`config.mk`:
```
export PLATFORM = sky130hd
export DESIGN_NAME = sop_sweep_eval
export DESIGN_NICKNAME = d
export VERILOG_FILES = /design/src/rtl/sop_sweep_eval_pkg.sv /design/src/rtl/sop_sweep_eval_tt_reg.sv /design/src/rtl/sop_sweep_eval.sv
export SDC_FILE = /design/constraint.sdc
export NUM_CORES = 1
export LEC_CHECK = 0
export ABC_AREA = 1
export BUFFER_PORTS_ARGS = -buffer_cell sky130_fd_sc_hd__buf_2
export CAP_MARGIN = 20
export CORE_MARGIN = 1
export CORE_UTILIZATION = 40
export DETAILED_ROUTE_END_ITERATION = 8
export PLACE_DENSITY_LB_ADDON = 0.12
export RECOVER_POWER = 50
export SLEW_MARGIN = 25
export SYNTH_ARGS = -nofsm -noshare
export SYNTH_HDL_FRONTEND = slang
export SYNTH_SLANG_ARGS = --single-unit
export TNS_END_PERCENT = 100
```
`constraint.sdc`:
```
create_clock -name CLK -period 2.85 [get_ports CLK]
set_input_delay 0.285 -clock CLK [delete_from_list [all_inputs] [get_ports CLK]]
set_output_delay 0.285 -clock CLK [all_outputs]
set_load 0.02 [all_outputs]
```
`src/rtl/sop_sweep_eval_pkg.sv`:
```
// Shared types and constants for the sum-of-products sweep evaluator.
// Holds the sweep FSM state type, legal input-count range and the
// truth-table width helper used to size every table port.
package sop_pkg;

  localparam int N_IN_MIN = 2;
  localparam int N_IN_MAX = 8;

  typedef enum logic {
    IDLE = 1'b0,
    RUN  = 1'b1
  } sweep_state_e;

  // One truth-table bit per minterm of an n-input function.
  function automatic int tt_width(input int n);
    return 1 << n;
  endfunction

endpackage

```
`src/rtl/sop_sweep_eval_tt_reg.sv`:
```
// Truth-table register: holds f() as a 2^N_IN-bit mask, bit k = f(minterm k).
// Latency: a load accepted at an edge is visible on both read ports right after it.
// Backpressure: load is written only when load_vld && load_rdy; otherwise dropped.
module sop_tt_reg
  import sop_pkg::*;
#(
  parameter int N_IN = 4,
  localparam int TT_W = tt_width(N_IN)
) (
  input  logic            CLK,
  input  logic            RST,
  input  logic            load_vld,
  input  logic            load_rdy,
  input  logic [TT_W-1:0] load_dat,
  input  logic [N_IN-1:0] eval_idx,
  output logic            eval_bit,
  input  logic [N_IN-1:0] sweep_idx,
  output logic            sweep_bit
);

  logic [TT_W-1:0] tt_q;
  logic [TT_W-1:0] tt_d;

  // Next table value: replace the whole mask on an accepted load.
  always_comb begin
    tt_d = tt_q;
    if (load_vld && load_rdy) begin
      tt_d = load_dat;
    end
  end

  // Table storage; reset clears the function to constant 0.
  always_ff @(posedge CLK) begin
    if (RST) begin
      tt_q <= '0;
    end else begin
      tt_q <= tt_d;
    end
  end

  // Two independent read ports into the same storage.
  assign eval_bit  = tt_q[eval_idx];
  assign sweep_bit = tt_q[sweep_idx];

endmodule

```
`src/rtl/sop_sweep_eval.sv`:
```
// Programmable N-input SOP evaluator with registered eval path and exhaustive sweep engine.
// Latency: OUT one cycle after IN; sweep emits 2^N_IN back-to-back samples after start edge.
// Backpressure: loads and starts are ignored while a sweep runs (LOAD_READY low). Optional
// self-check (EXP_MASK / MISMATCH_CNT / MISMATCH_OK) built when SOP_SWEEP_CHECK_EN is defined.
module sop_sweep_eval
  import sop_pkg::*;
#(
  parameter int N_IN = 4,
  localparam int TT_W = tt_width(N_IN)
) (
  input  logic            CLK,
  input  logic            RST,
  input  logic            LOAD_VALID,
  input  logic [TT_W-1:0] LOAD_DATA,
  output logic            LOAD_READY,
  input  logic [N_IN-1:0] IN,
  output logic            OUT,
  input  logic            SWEEP_START,
  output logic            SWEEP_BUSY,
  output logic            SWEEP_VALID,
  output logic [N_IN-1:0] SWEEP_IDX,
  output logic            SWEEP_OUT,
  output logic            SWEEP_DONE,
  output logic [N_IN:0]   ONES_COUNT
`ifdef SOP_SWEEP_CHECK_EN
  ,
  input  logic [TT_W-1:0] EXP_MASK,
  output logic [N_IN:0]   MISMATCH_CNT,
  output logic            MISMATCH_OK
`endif
);

  if (N_IN < N_IN_MIN || N_IN > N_IN_MAX) begin : g_bad_n_in
    $error("sop_sweep_eval: N_IN out of range");
  end

  localparam logic [N_IN-1:0] IDX_LAST = '1;
  localparam logic [N_IN-1:0] IDX_ONE  = N_IN'(1);
  localparam logic [N_IN:0]   CNT_ONE  = (N_IN+1)'(1);

  sweep_state_e    state_q, state_d;
  logic [N_IN-1:0] idx_q, idx_d;
  logic [N_IN:0]   ones_q, ones_d;
  logic            vld_q, vld_d;
  logic            done_q, done_d;
  logic [N_IN-1:0] sidx_q, sidx_d;
  logic            sout_q, sout_d;
  logic            out_q, out_d;
  logic            eval_bit;
  logic            sweep_bit;
  logic            load_rdy;

  // A sweep in flight owns the table, so loads are refused until it finishes.
  assign load_rdy = (state_q == IDLE);

  sop_tt_reg #(.N_IN(N_IN)) u_tt (
    .CLK       (CLK),
    .RST       (RST),
    .load_vld  (LOAD_VALID),
    .load_rdy  (load_rdy),
    .load_dat  (LOAD_DATA),
    .eval_idx  (IN),
    .eval_bit  (eval_bit),
    .sweep_idx (idx_q),
    .sweep_bit (sweep_bit)
  );

`ifdef SOP_SWEEP_CHECK_EN
  logic [TT_W-1:0] exp_q, exp_d;
  logic [N_IN:0]   mism_q, mism_d;
`endif

  // Next-state for evaluation register and sweep engine.
  always_comb begin
    state_d = state_q;
    idx_d   = idx_q;
    ones_d  = ones_q;
    vld_d   = 1'b0;
    done_d  = 1'b0;
    sidx_d  = sidx_q;
    sout_d  = sout_q;
    out_d   = eval_bit;
`ifdef SOP_SWEEP_CHECK_EN
    exp_d   = exp_q;
    mism_d  = mism_q;
`endif
    case (state_q)
      IDLE: begin
        if (SWEEP_START) begin
          state_d = RUN;
          idx_d   = '0;
          ones_d  = '0;
`ifdef SOP_SWEEP_CHECK_EN
          exp_d   = EXP_MASK;
          mism_d  = '0;
`endif
        end
      end
      RUN: begin
        vld_d  = 1'b1;
        sidx_d = idx_q;
        sout_d = sweep_bit;
        ones_d = ones_q + {{N_IN{1'b0}}, sweep_bit};
        // Wraps to 0 after the last minterm; not looked at again until restart.
        idx_d  = idx_q + IDX_ONE;
`ifdef SOP_SWEEP_CHECK_EN
        if (sweep_bit != exp_q[idx_q]) begin
          mism_d = mism_q + CNT_ONE;
        end
`endif
        if (idx_q == IDX_LAST) begin
          done_d  = 1'b1;
          state_d = IDLE;
        end
      end
      default: state_d = IDLE;
    endcase
  end

  // All state, including the FSM, updates here with synchronous reset.
  always_ff @(posedge CLK) begin
    if (RST) begin
      state_q <= IDLE;
      idx_q   <= '0;
      ones_q  <= '0;
      vld_q   <= 1'b0;
      done_q  <= 1'b0;
      sidx_q  <= '0;
      sout_q  <= 1'b0;
      out_q   <= 1'b0;
`ifdef SOP_SWEEP_CHECK_EN
      exp_q   <= '0;
      mism_q  <= '0;
`endif
    end else begin
      state_q <= state_d;
      idx_q   <= idx_d;
      ones_q  <= ones_d;
      vld_q   <= vld_d;
      done_q  <= done_d;
      sidx_q  <= sidx_d;
      sout_q  <= sout_d;
      out_q   <= out_d;
`ifdef SOP_SWEEP_CHECK_EN
      exp_q   <= exp_d;
      mism_q  <= mism_d;
`endif
    end
  end

  assign LOAD_READY  = load_rdy;
  assign OUT         = out_q;
  assign SWEEP_BUSY  = (state_q == RUN);
  assign SWEEP_VALID = vld_q;
  assign SWEEP_IDX   = sidx_q;
  assign SWEEP_OUT   = sout_q;
  assign SWEEP_DONE  = done_q;
  assign ONES_COUNT  = ones_q;
`ifdef SOP_SWEEP_CHECK_EN
  assign MISMATCH_CNT = mism_q;
  assign MISMATCH_OK  = (state_q == IDLE) && (mism_q == '0);
`endif

endmodule

```
==> metrics.log, run 1 <==
INFO  metric run_status = complete, no violations
INFO  metric finalCoreUtilization = 49.09%
INFO  metric drtPass1Iterations = 4
INFO  metric clk_path_buf_depth = 2
INFO  metric power-per-cell-area = 550.6 nW/µm²
INFO  metric worstPathRequired = 3.05 ns
INFO  metric routedWlPerCell = 11.61 µm
INFO  metric report.final.setup_viol = 0
INFO  metric synth.distinct_cells = 23
INFO  metric vias_in_the_first_global_route = 1361
INFO  metric mostFrequentLayoutCell = sky130_fd_sc_hd__nand2_1
INFO  metric post_place_setup_slack = 0.8743 ns
INFO  metric die_area = 4206 µm²
INFO  metric final.period_utilization = 70.87%
INFO  metric final_critical_path_setup_slack = 0.8303 ns
INFO  metric mappedNetlistArea = 1580 µm²
INFO  metric seq_area_frac_synth = 43.07%
INFO  metric syn-instance-count = 214
INFO  metric synth_nets = 241
INFO  metric finish.cell_count_without_fillers = 297
INFO  metric tritoncts.num_buffers = 5
INFO  metric power.static_leakage = 0.7999 nW
INFO  metric timing.critical_path.buf_inv = 2
INFO  metric post_route_clock_skew = 0.003189 ns
INFO  metric die_height = 64.86 µm
INFO  metric fmax = 495.1 MHz
INFO  metric hp-class = in -> reg
INFO  metric io_pins = 39
INFO  metric total_via_count_after_detailed_routing = 1446
INFO  metric hpwlAfterDp = 2550 µm
INFO  metric fp.dieW = 64.86 µm
INFO  metric worstSkewPairLatency = 0.28 ns
INFO  metric fill_cells = 431
INFO  metric postCtsResizedCells = 0
INFO  metric layout_min_cycle_time = 2.020 ns
INFO  metric dr_iter_0_viols = 61
INFO  metric crit_path_top_delay_cell = sky130_fd_sc_hd__dfxtp_1
INFO  metric grt_overflow = 0
INFO  metric cp_cell_sequence = inv_2, nand2_1, nand3_1, nand2_1, nand2_1, nand2_1, inv_2, nand2_1, ha_1, ha_1, nand2_1, nor3_2, a21oi_1, a211oi_1
INFO  metric pin_count_of_the_biggest_net_entering_global_routing = 32
INFO  metric cts-htree-levels = 2
INFO  metric post_route_cells_drive_above_1_share = 15.26%
INFO  metric initial_core_util = 42.53%
INFO  metric cpPeakStageDelay = 0.55 ns
INFO  metric row_count = 22
INFO  metric number_of_i_o_port_buffers = 38
INFO  metric clock_tree_root_driver_cell = sky130_fd_sc_hd__clkbuf_8
INFO  metric cts_hold_repair.buffers = 0
INFO  metric grt_antenna_before_repair = 0
INFO  metric wire_length_of_the_first_global_routing_pass = 6078 µm
INFO  metric cap_viol_max_count = 0
INFO  metric numClockSinks = 34
INFO  metric number_of_warnings_reported_in_the_yosys_synthesis_log = 0
INFO  metric critPathTopFamily = simple AND/OR/NAND/NOR gates
INFO  metric rsz0062_at_grt = false
INFO  metric post_synth.cell_area_avg = 7.384 µm²
INFO  metric critPathArrivalTime = 2.22 ns
INFO  metric end_kind = register
INFO  metric yosys_register_bits = 34
INFO  metric insertedDiodeCount = 0
INFO  metric timing_worst_slew_pin_value = 0.5845 ns
INFO  metric worst_ir_drop_vdd = 0.2465 mV
INFO  metric coreArea = 3716 µm²
INFO  metric area_delta_synth_final = 15.44%
INFO  metric antenna_left = 0
INFO  metric global_router_s_overall_resource_usage = 18.85%
INFO  metric worst_setup_hold_path_clk_slew = 0.06 ns
INFO  metric globalplace.congestion = 0.8221
INFO  metric critical_path.max_fanout = 12
INFO  metric post_drt_via_cell_ratio = 4.869
INFO  metric detail_route.drc_violations = 0
INFO  metric worst_setup_start_kind = register
INFO  metric timing.final.max_slew_violations = 0
INFO  metric dp_cells = 291
INFO  metric cts_tree = built
INFO  metric cts.repair_timing.setup_buffer_count = 0
INFO  metric crit_type = reg -> reg
INFO  metric worst_rel_slew_slack = 60.99%
INFO  metric hold_violations = 0
INFO  metric totalNegativeSetupSlack = 0 ns
INFO  metric crit_path_frequent_cell = sky130_fd_sc_hd__nand2_1
INFO  metric design_power_total = 1.004 mW
INFO  metric drt-total-wl = 3448 µm
INFO  metric final_cell_mix = sky130_fd_sc_hd__nand2_1, sky130_fd_sc_hd__dfxtp_1, sky130_fd_sc_hd__inv_1, sky130_fd_sc_hd__a21oi_1, sky130_fd_sc_hd__buf_2
INFO  metric nNetsFinal = 277
-- power breakdown --
part	switching (mW)	total (mW)	internal, mW
Sequential	0.0146	0.518	0.503
Clock	0.157	0.343	0.186
Combinational	0.0937	0.144	0.0507
-- stage by stage --
stage | area (µm²) | hold slack, ns
2_1_floorplan | 1580 | 0.4405
3_3_place_gp | 1763 | 0.4545
3_5_place_dp | 1763 | 0.4491
4_1_cts | 1846 | 0.2512
5_1_grt | 1824 | 0.2626
6_report | 1824 | 0.2549
-- per-layer routing --
metal | up-vias | track usage, % | part of all wire (%)
li1 | 781 | - | -
met5 | - | 0 | 0
met3 | 7 | 4.930 | 4.9
met4 | 0 | 8.889 | 1.5
met2 | 29 | 27.60 | 40
met1 | 629 | 25.43 | 53
-- cell usage after synthesis --
master	number	area (µm²)
sky130_fd_sc_hd__nand2_1	36	135.1
sky130_fd_sc_hd__dfxtp_1	34	680.7
sky130_fd_sc_hd__a21oi_1	26	130.1
sky130_fd_sc_hd__inv_1	25	93.84
sky130_fd_sc_hd__o21ai_0	23	115.1
sky130_fd_sc_hd__nand3_1	17	85.08
sky130_fd_sc_hd__nor2_1	16	60.06
sky130_fd_sc_hd__inv_2	4	15.01
sky130_fd_sc_hd__o211ai_1	4	30.03
sky130_fd_sc_hd__a211oi_1	3	22.52
sky130_fd_sc_hd__a32o_1	3	30.03
sky130_fd_sc_hd__buf_2	3	15.01
sky130_fd_sc_hd__ha_1	3	37.54
sky130_fd_sc_hd__nand2_2	3	18.77
sky130_fd_sc_hd__buf_4	2	15.01
sky130_fd_sc_hd__buf_6	2	22.52
sky130_fd_sc_hd__clkbuf_1	2	7.510
sky130_fd_sc_hd__nor3_1	2	10.01
sky130_fd_sc_hd__nor3_2	2	20.02
sky130_fd_sc_hd__buf_8	1	15.01
sky130_fd_sc_hd__nand3b_1	1	7.510
sky130_fd_sc_hd__nand4_1	1	6.260
sky130_fd_sc_hd__o21a_1	1	7.510
-- final cells by class --
| cell class | instances | area, µm² | share of cell area, % |
|---|---|---|---|
| Multi-Input combinational cell | 141 | 715.7 | 39.23 |
| Timing Repair Buffer | 39 | 176.4 | 9.671 |
| Clock buffer | 6 | 82.58 | 4.527 |
| Inverter | 29 | 108.9 | 5.967 |
| Sequential cell | 34 | 680.7 | 37.31 |
| Tap cell | 48 | 60.06 | 3.292 |
-- worst min-delay path, stage by stage --
cell                      delay (ns)
sky130_fd_sc_hd__buf_2          0.07
sky130_fd_sc_hd__o21ai_0        0.07
sky130_fd_sc_hd__nor2_1         0.07
-- state kept, by name, summed over array words and instances, names as in the netlist --
name	count
u_tt.tt_q	16
ONES_COUNT	5
SWEEP_IDX	4
SWEEP_DONE	1
SWEEP_VALID	1
SWEEP_BUSY	1
SWEEP_OUT	1
OUT	1
idx_q	4
-- logic make-up after synthesis --
logic type               share of synthesized area (%)
AO/OA/AOI/OAI                                    21.22
flip-flops                                       43.07
buffers and inverters                            11.64
AND/OR/NAND/NOR                                  21.70
adder cells (fa/ha/maj)                          2.376
-- path summary, 6_finish.rpt --
| path | start | end | slack (ns) | depth (start not counted) |
|---|---|---|---|---|
| hold / removal | LOAD_DATA[3] | u_tt.tt_q[3] | 0.25 | 3 |
| setup / recovery | idx_q[0] | ONES_COUNT[4] | 0.83 | 14 |
| setup reg to reg | idx_q[0] | ONES_COUNT[4] | 0.83 | 14 |
| hold reg to reg | ONES_COUNT[4] | ONES_COUNT[4] | 0.46 | 1 |
No activity file was read; power rests on OpenSTA's default activity.
==> inputs of run 2 (changes only) <==
- clock period: 2.85 -> 1.8 ns (I/O delays scaled with it)
==> metrics.log, run 2 (synthesized netlist as in run 1, its figures left out) <==
INFO  metric drt-total-wl = 3552 µm (+3.0%)
INFO  metric crit_path_top_delay_cell = sky130_fd_sc_hd__dfxtp_4
INFO  metric max_reg_flops = 16 (unchanged)
INFO  metric initial_core_util = 42.53% (unchanged)
INFO  metric hold_violations = 0 (unchanged)
INFO  metric total_via_count_after_detailed_routing = 1465 (+1.3%)
INFO  metric timing_worst_slew_pin_value = 0.6212 ns (+0.03669 ns)
INFO  metric post_drt_via_cell_ratio = 4.851 (-0.36%)
INFO  metric row_count = 22 (unchanged)
INFO  metric rsz0062_at_grt = true
INFO  metric grt_overflow = 0 (unchanged)
INFO  metric clock_tree_root_driver_cell = sky130_fd_sc_hd__clkbuf_8
INFO  metric tritoncts.num_buffers = 5 (unchanged)
INFO  metric top_register = u_tt.tt_q
INFO  metric hp-class = in -> reg
INFO  metric grt_antenna_before_repair = 0 (unchanged)
INFO  metric finish.cell_count_without_fillers = 302 (+1.7%)
INFO  metric share_seq_of_total_power = 51.3% (-0.2 points)
INFO  metric wire_length_of_the_first_global_routing_pass = 6106 µm (+0.46%)
INFO  metric cell_internal_pwr = 1.153 mW (+56%)
INFO  metric r2r_slack = 0.02 ns (-0.81 ns)
INFO  metric worst_setup_hold_path_clk_slew = 0.06 ns (about the same)
INFO  metric combPwrFrac = 16.4% (+2.0 points)
INFO  metric clk_path_buf_depth = 2 (unchanged)
INFO  metric critical_path.max_fanout = 8 (-4)
INFO  metric cts_tree = built
INFO  metric final_cell_mix = sky130_fd_sc_hd__dfxtp_1, sky130_fd_sc_hd__nand2_1, sky130_fd_sc_hd__buf_2
INFO  metric cpPeakStageDelay = 0.36 ns (-0.19 ns)
INFO  metric finalCoreUtilization = 53.13% (+4.0 points)
INFO  metric dp_cells = 293 (+0.69%)
INFO  metric mostFrequentLayoutCell = sky130_fd_sc_hd__dfxtp_1
INFO  metric area_delta_synth_final = 24.94%
INFO  metric nNetsFinal = 281 (+1.4%)
INFO  metric layout_min_cycle_time = 1.777 ns (-0.2431 ns)
INFO  metric power.static_leakage = 0.8877 nW (+11%)
INFO  metric number_of_i_o_port_buffers = 38 (unchanged)
INFO  metric vias_in_the_first_global_route = 1357 (-0.29%)
INFO  metric report.final.setup_viol = 0 (unchanged)
INFO  metric critPathArrivalTime = 1.99 ns (-0.23 ns)
INFO  metric io_pins = 39 (unchanged)
INFO  metric routedWlPerCell = 11.76 µm (+1.3%)
INFO  metric worst_ir_drop_vdd = 0.4815 mV (+95%)
INFO  metric antenna_left = 0 (unchanged)
INFO  metric post_route_clock_skew = 0.005007 ns (+0.001819 ns)
INFO  metric drtPass1Iterations = 4 (unchanged)
INFO  metric worst_rel_slew_slack = 58.54% (-2.4 points)
INFO  metric worst_setup_start_kind = register
INFO  metric insertedDiodeCount = 0 (unchanged)
INFO  metric setup.worst_path.start = idx_q[0]
INFO  metric run_status = complete, no violations
INFO  metric global_router_s_overall_resource_usage = 18.98% (+0.13 points)
INFO  metric die_area = 4206 µm² (unchanged)
INFO  metric detail_route.drc_violations = 0 (unchanged)
INFO  metric cts_hold_repair.buffers = 0 (unchanged)
INFO  metric sw_frac_of_total = 27.74% (+1.4 points)
INFO  metric numClockSinks = 34 (unchanged)
INFO  metric worstSkewPairLatency = 0.28 ns (about the same)
INFO  metric die_height = 64.86 µm (unchanged)
INFO  metric fill_cells = 388 (-10%)
INFO  metric fmax = 562.9 MHz (+14%)
INFO  metric timing.final.max_slew_violations = 0 (unchanged)
INFO  metric pin_count_of_the_biggest_net_entering_global_routing = 32 (unchanged)
INFO  metric cts-htree-levels = 2 (unchanged)
INFO  metric end_kind = register
INFO  metric fp.dieW = 64.86 µm (unchanged)
INFO  metric crit_type = reg -> reg
INFO  metric source_of_the_worst_register_to_register_timing_path = idx_q[0]
INFO  metric hpwlAfterDp = 2501 µm (-1.9%)
INFO  metric clockPowerShare = 32.3% (-1.8 points)
INFO  metric final.period_utilization = 98.70% (+28 points)
INFO  metric power-per-cell-area = 808.4 nW/µm² (+47%)
INFO  metric globalplace.congestion = 0.8083 (-1.7%)
INFO  metric cap_viol_max_count = 0 (unchanged)
INFO  metric worstPathRequired = 2.01 ns (-1.04 ns)
INFO  metric cp_cell_sequence = buf_12, nand2_1, nand3_1, nand3_2, nand3_2, nand2_2, ha_4, ha_4, nand2_4, nor3_4, a21oi_2, a211oi_2
INFO  metric post_route_cells_drive_above_1_share = 25.98% (+11 points)
INFO  metric holdCritStartpoint = LOAD_DATA[2]
INFO  metric p_sw = 442.8 µW (+67%)
INFO  metric coreArea = 3716 µm² (unchanged)
INFO  metric dr_iter_0_viols = 66 (+8.2%)
-- run 2: final timing paths --
check,to,cells past startpoint
setup reg to reg,ONES_COUNT[4],12
setup / recovery,ONES_COUNT[4],12
hold / removal,u_tt.tt_q[2],3
hold reg to reg,SWEEP_IDX[1],2
-- run 2: timing repair --
item	CTS	global route
pin swaps	0	10
endpoints found under the hold margin	0	0
setup endpoints to repair	1	3
buffers inserted	0	2
resized for setup	1	24
-- run 2: layout make-up --
| type | instances | area, µm² | area share [%] |
|---|---|---|---|
| clock buffers | 5 | 68.82 | 3.485 |
| clock inverters | 2 | 10.01 | 0.5070 |
| inverters | 29 | 111.4 | 5.640 |
| multi-input cells | 141 | 810.8 | 41.06 |
| flip-flops and latches | 34 | 685.7 | 34.73 |
| well taps | 48 | 60.06 | 3.042 |
| repair buffers | 43 | 227.7 | 11.53 |
-- run 2: critical path: cells and delay by family (launching register included) --
kind / cells / cell delay, ns
AOI/OAI and AO/OA: 2 / 0.24
adders and majority gates: 2 / 0.27
and+or+nand+nor: 7 / 0.69
DFF: 1 / 0.36
buffers and inverters: 1 / 0.14
-- run 2: power by group through the flow --
| stage | Combinational, mW | Sequential [mW] | Clock, mW |
|---|---|---|---|
| after global routing | 0.301 | 0.825 | 0.580 |
| after global placement | 0.245 | 0.833 | 0 |
| after CTS | 0.248 | 0.817 | 0.534 |
| after detailed placement | 0.246 | 0.834 | 0 |
| after floorplan | 0.158 | 0.847 | 0 |
| final | 0.262 | 0.818 | 0.516 |
-- run 2: metal layers --
metal	up-vias	GRT usage [%]	share of wire, %
li1	793	-	-
met1	635	24.19	51
met2	31	29.82	43
met3	6	5.986	4.7
met4	0	6.667	1.2
met5	-	0	0
-- run 2: stage by stage --
step           setup TNS (ns)  cell area [µm²]  hold WS (ns)  worst slack (ns)  total power [mW]
6_report                    0             1974        0.1449           0.02340             1.596
5_1_grt              -0.05660             1974        0.1668          -0.05660             1.705
4_1_cts                     0             1871        0.1426           0.02088             1.599
3_5_place_dp                0             1790        0.4392           0.02843             1.080
3_3_place_gp                0             1790        0.4342           0.04944             1.078
2_1_floorplan               0             1580        0.3431            0.1680             1.005
==> inputs of run 3 (changes only) <==
- CORE_UTILIZATION: 40 -> 45
==> metrics.log, run 3 (synthesized netlist as in run 1, its figures left out) <==
INFO  metric top_register = u_tt.tt_q
INFO  metric cell_internal_pwr = 1.078 mW (-6.5%)
INFO  metric power.static_leakage = 0.9126 nW (+2.8%)
INFO  metric final.period_utilization = 98.85% (+0.15 points)
INFO  metric worstHoldEndpoint = u_tt.tt_q[3]
INFO  metric antenna_left = 0 (unchanged)
INFO  metric globalplace.congestion = 0.8385 (+3.7%)
INFO  metric wire_length_of_the_first_global_routing_pass = 5499 µm (-9.9%)
INFO  metric critPathArrivalTime = 2.03 ns (+0.04 ns)
INFO  metric r2r_slack = 0.02 ns (about the same)
INFO  metric vias_in_the_first_global_route = 1231 (-9.3%)
INFO  metric cap_viol_max_count = 0 (unchanged)
INFO  metric total_via_count_after_detailed_routing = 1488 (+1.6%)
INFO  metric grt_overflow = 0 (unchanged)
INFO  metric hpwlAfterDp = 2461 µm (-1.6%)
INFO  metric cp_cell_sequence = buf_12, nand2_1, nand3_1, nand3_1, nand3_2, nand2_2, ha_4, ha_4, nand2_4, nor3_4, a21oi_1, a211oi_1
INFO  metric global_router_s_overall_resource_usage = 20.43% (+1.5 points)
INFO  metric totalNegativeSetupSlack = 0 ns (unchanged)
INFO  metric nNetsFinal = 283 (+0.71%)
INFO  metric cpPeakStageDelay = 0.37 ns (about the same)
INFO  metric max_reg_flops = 16 (unchanged)
INFO  metric worstSkewPairLatency = 0.33 ns (+0.05 ns)
INFO  metric drt-total-wl = 3433 µm (-3.4%)
INFO  metric cts-htree-levels = 2 (unchanged)
INFO  metric mostFrequentLayoutCell = sky130_fd_sc_hd__buf_2
INFO  metric violations = design-rule violations
INFO  metric power-per-cell-area = 769.4 nW/µm² (-4.8%)
INFO  metric combPwrFrac = 17.9% (+1.5 points)
INFO  metric report.final.setup_viol = 0 (unchanged)
INFO  metric fill_cells = 351 (-9.5%)
INFO  metric clock_tree_root_driver_cell = sky130_fd_sc_hd__clkbuf_4
INFO  metric pin_count_of_the_biggest_net_entering_global_routing = 32 (unchanged)
INFO  metric coreArea = 3363 µm² (-9.5%)
INFO  metric final.hold.worst_slack = 0.09431 ns (-0.05059 ns)
INFO  metric critical_path.max_fanout = 8 (unchanged)
INFO  metric p_sw = 420.5 µW (-5.0%)
INFO  metric hp-class = in -> reg
INFO  metric timing.final.max_slew_violations = 0 (unchanged)
INFO  metric grt_antenna_before_repair = 0 (unchanged)
INFO  metric fmax = 562.0 MHz (-0.15%)
INFO  metric insertedDiodeCount = 0 (unchanged)
INFO  metric share_seq_of_total_power = 54.6% (+3.3 points)
INFO  metric rsz0062_at_grt = true
INFO  metric io_pins = 39 (unchanged)
INFO  metric worst_setup_hold_path_clk_slew = 0.10 ns (+0.04 ns)
INFO  metric dr_iter_0_viols = 53 (-20%)
INFO  metric worst_ir_drop_vdd = 0.5022 mV (+4.3%)
INFO  metric detail_route.drc_violations = 2 (+2)
INFO  metric timing_worst_slew_pin_value = 0.5929 ns (-0.02830 ns)
INFO  metric cts_tree = built
INFO  metric cts_hold_repair.buffers = 0 (unchanged)
INFO  metric hold_violations = 0 (unchanged)
INFO  metric worst_r2r_path_depth = 12 (unchanged)
INFO  metric row_count = 21 (-4.5%)
INFO  metric tritoncts.num_buffers = 5 (unchanged)
INFO  metric finish.cell_count_without_fillers = 301 (-0.33%)
INFO  metric post_route_cells_drive_above_1_share = 29.02% (+3.0 points)
INFO  metric end_kind = register
INFO  metric final_cell_mix = sky130_fd_sc_hd__buf_2, sky130_fd_sc_hd__dfxtp_1, sky130_fd_sc_hd__nand2_1
INFO  metric clockPowerShare = 27.5% (-4.8 points)
INFO  metric worst_setup_start_kind = register
INFO  metric regToRegEndpoint = ONES_COUNT[4]
INFO  metric run_status = finished, violations left
INFO  metric drtPass1Iterations = 6 (+2)
INFO  metric layout_min_cycle_time = 1.779 ns (+0.002681 ns)
INFO  metric crit_type = reg -> reg
INFO  metric area_delta_synth_final = 23.28%
INFO  metric post_drt_via_cell_ratio = 4.944 (+1.9%)
INFO  metric clk_path_buf_depth = 2 (unchanged)
INFO  metric dp_cells = 293 (unchanged)
INFO  metric critPathTopFamily = simple AND/OR/NAND/NOR gates
INFO  metric holdCritStartpoint = LOAD_DATA[3]
INFO  metric worstPathRequired = 2.05 ns (+0.04 ns)
INFO  metric initial_core_util = 46.99% (+4.5 points)
INFO  metric sw_frac_of_total = 28.05% (+0.32 points)
INFO  metric post_route_clock_skew = 0.01131 ns (+0.006301 ns)
INFO  metric worst_rel_slew_slack = 60.43% (+1.9 points)
INFO  metric number_of_i_o_port_buffers = 38 (unchanged)
INFO  metric source_of_the_worst_register_to_register_timing_path = idx_q[0]
INFO  metric fp.dieW = 61.26 µm (-5.5%)
INFO  metric die_area = 3753 µm² (-11%)
INFO  metric hold_path_depth = 3 (unchanged)
INFO  metric crit_path_top_delay_cell = sky130_fd_sc_hd__dfxtp_4
INFO  metric timing.critical_path.buf_inv = 1 (unchanged)
INFO  metric numClockSinks = 34 (unchanged)
INFO  metric routedWlPerCell = 11.41 µm (-3.0%)
INFO  metric die_height = 61.26 µm (-5.5%)
[run 3: timing repair]
action	in CTS	in global routing
setup endpoints to repair	1	3
resized for setup	1	19
buffers inserted	0	2
hold endpoints to repair	0	0
pin swaps	0	13
[run 3: worst max path at each step]
stage                     cells past startpoint  slack, ns  startpoint             to
after global routing                         12      -0.12    idx_q[0]  ONES_COUNT[4]
after detailed placement                     14       0.02    idx_q[0]  ONES_COUNT[4]
after global placement                       13       0.07    idx_q[0]  ONES_COUNT[4]
after CTS                                    12       0.02    idx_q[1]  ONES_COUNT[4]
final                                        12       0.02    idx_q[0]  ONES_COUNT[4]
after floorplan                              14       0.17    idx_q[0]  ONES_COUNT[4]
[run 3: power groups by stage]
stage | sequential [mW] | clock (mW) | combinational, mW
floorplan | 0.847 | 0 | 0.158
global placement | 0.833 | 0 | 0.247
detailed placement | 0.834 | 0 | 0.247
CTS | 0.817 | 0.420 | 0.249
global route | 0.824 | 0.460 | 0.308
finish | 0.818 | 0.412 | 0.269
[run 3: routing by layer]
layer  part of all wire, %  vias to the layer above  track usage, %
met4                  0.96                        0           6.818
met3                   5.4                        5           7.143
met5                     0                        -               0
met1                    51                      654           29.37
li1                      -                      793               -
met2                    42                       36           28.26
[run 3: cell type report]
class | count | area, µm² | share of cell area [%]
multi-input cells | 141 | 787.0 | 40.40
flip-flops and latches | 34 | 685.7 | 35.20
repair buffers | 45 | 255.2 | 13.10
inverters | 29 | 111.4 | 5.716
well taps | 46 | 57.56 | 2.954
clock buffers | 6 | 51.30 | 2.633
[run 3: per-stage QoR]
stage               total power [mW]  worst slack (ns)  area [µm²]  util [%]
floorplan                      1.005            0.1680        1580         -
global placement               1.080           0.06886        1803     53.61
detailed placement             1.081           0.01707        1803     53.61
CTS                            1.485           0.02485        1856     55.17
global route                   1.592           -0.1196        1948     57.92
finish                         1.499           0.02072        1948     57.92
[run 3: worst register-to-register path, stage by stage (launching register included)]
cell                       delay [ns]
sky130_fd_sc_hd__dfxtp_4         0.37
sky130_fd_sc_hd__buf_12          0.13
sky130_fd_sc_hd__nand2_1         0.06
sky130_fd_sc_hd__nand3_1         0.07
sky130_fd_sc_hd__nand3_1         0.11
sky130_fd_sc_hd__nand3_2         0.09
sky130_fd_sc_hd__nand2_2         0.10
sky130_fd_sc_hd__ha_4            0.15
sky130_fd_sc_hd__ha_4            0.13
sky130_fd_sc_hd__nand2_4         0.06
sky130_fd_sc_hd__nor3_4          0.17
sky130_fd_sc_hd__a21oi_1         0.06
sky130_fd_sc_hd__a211oi_1        0.19
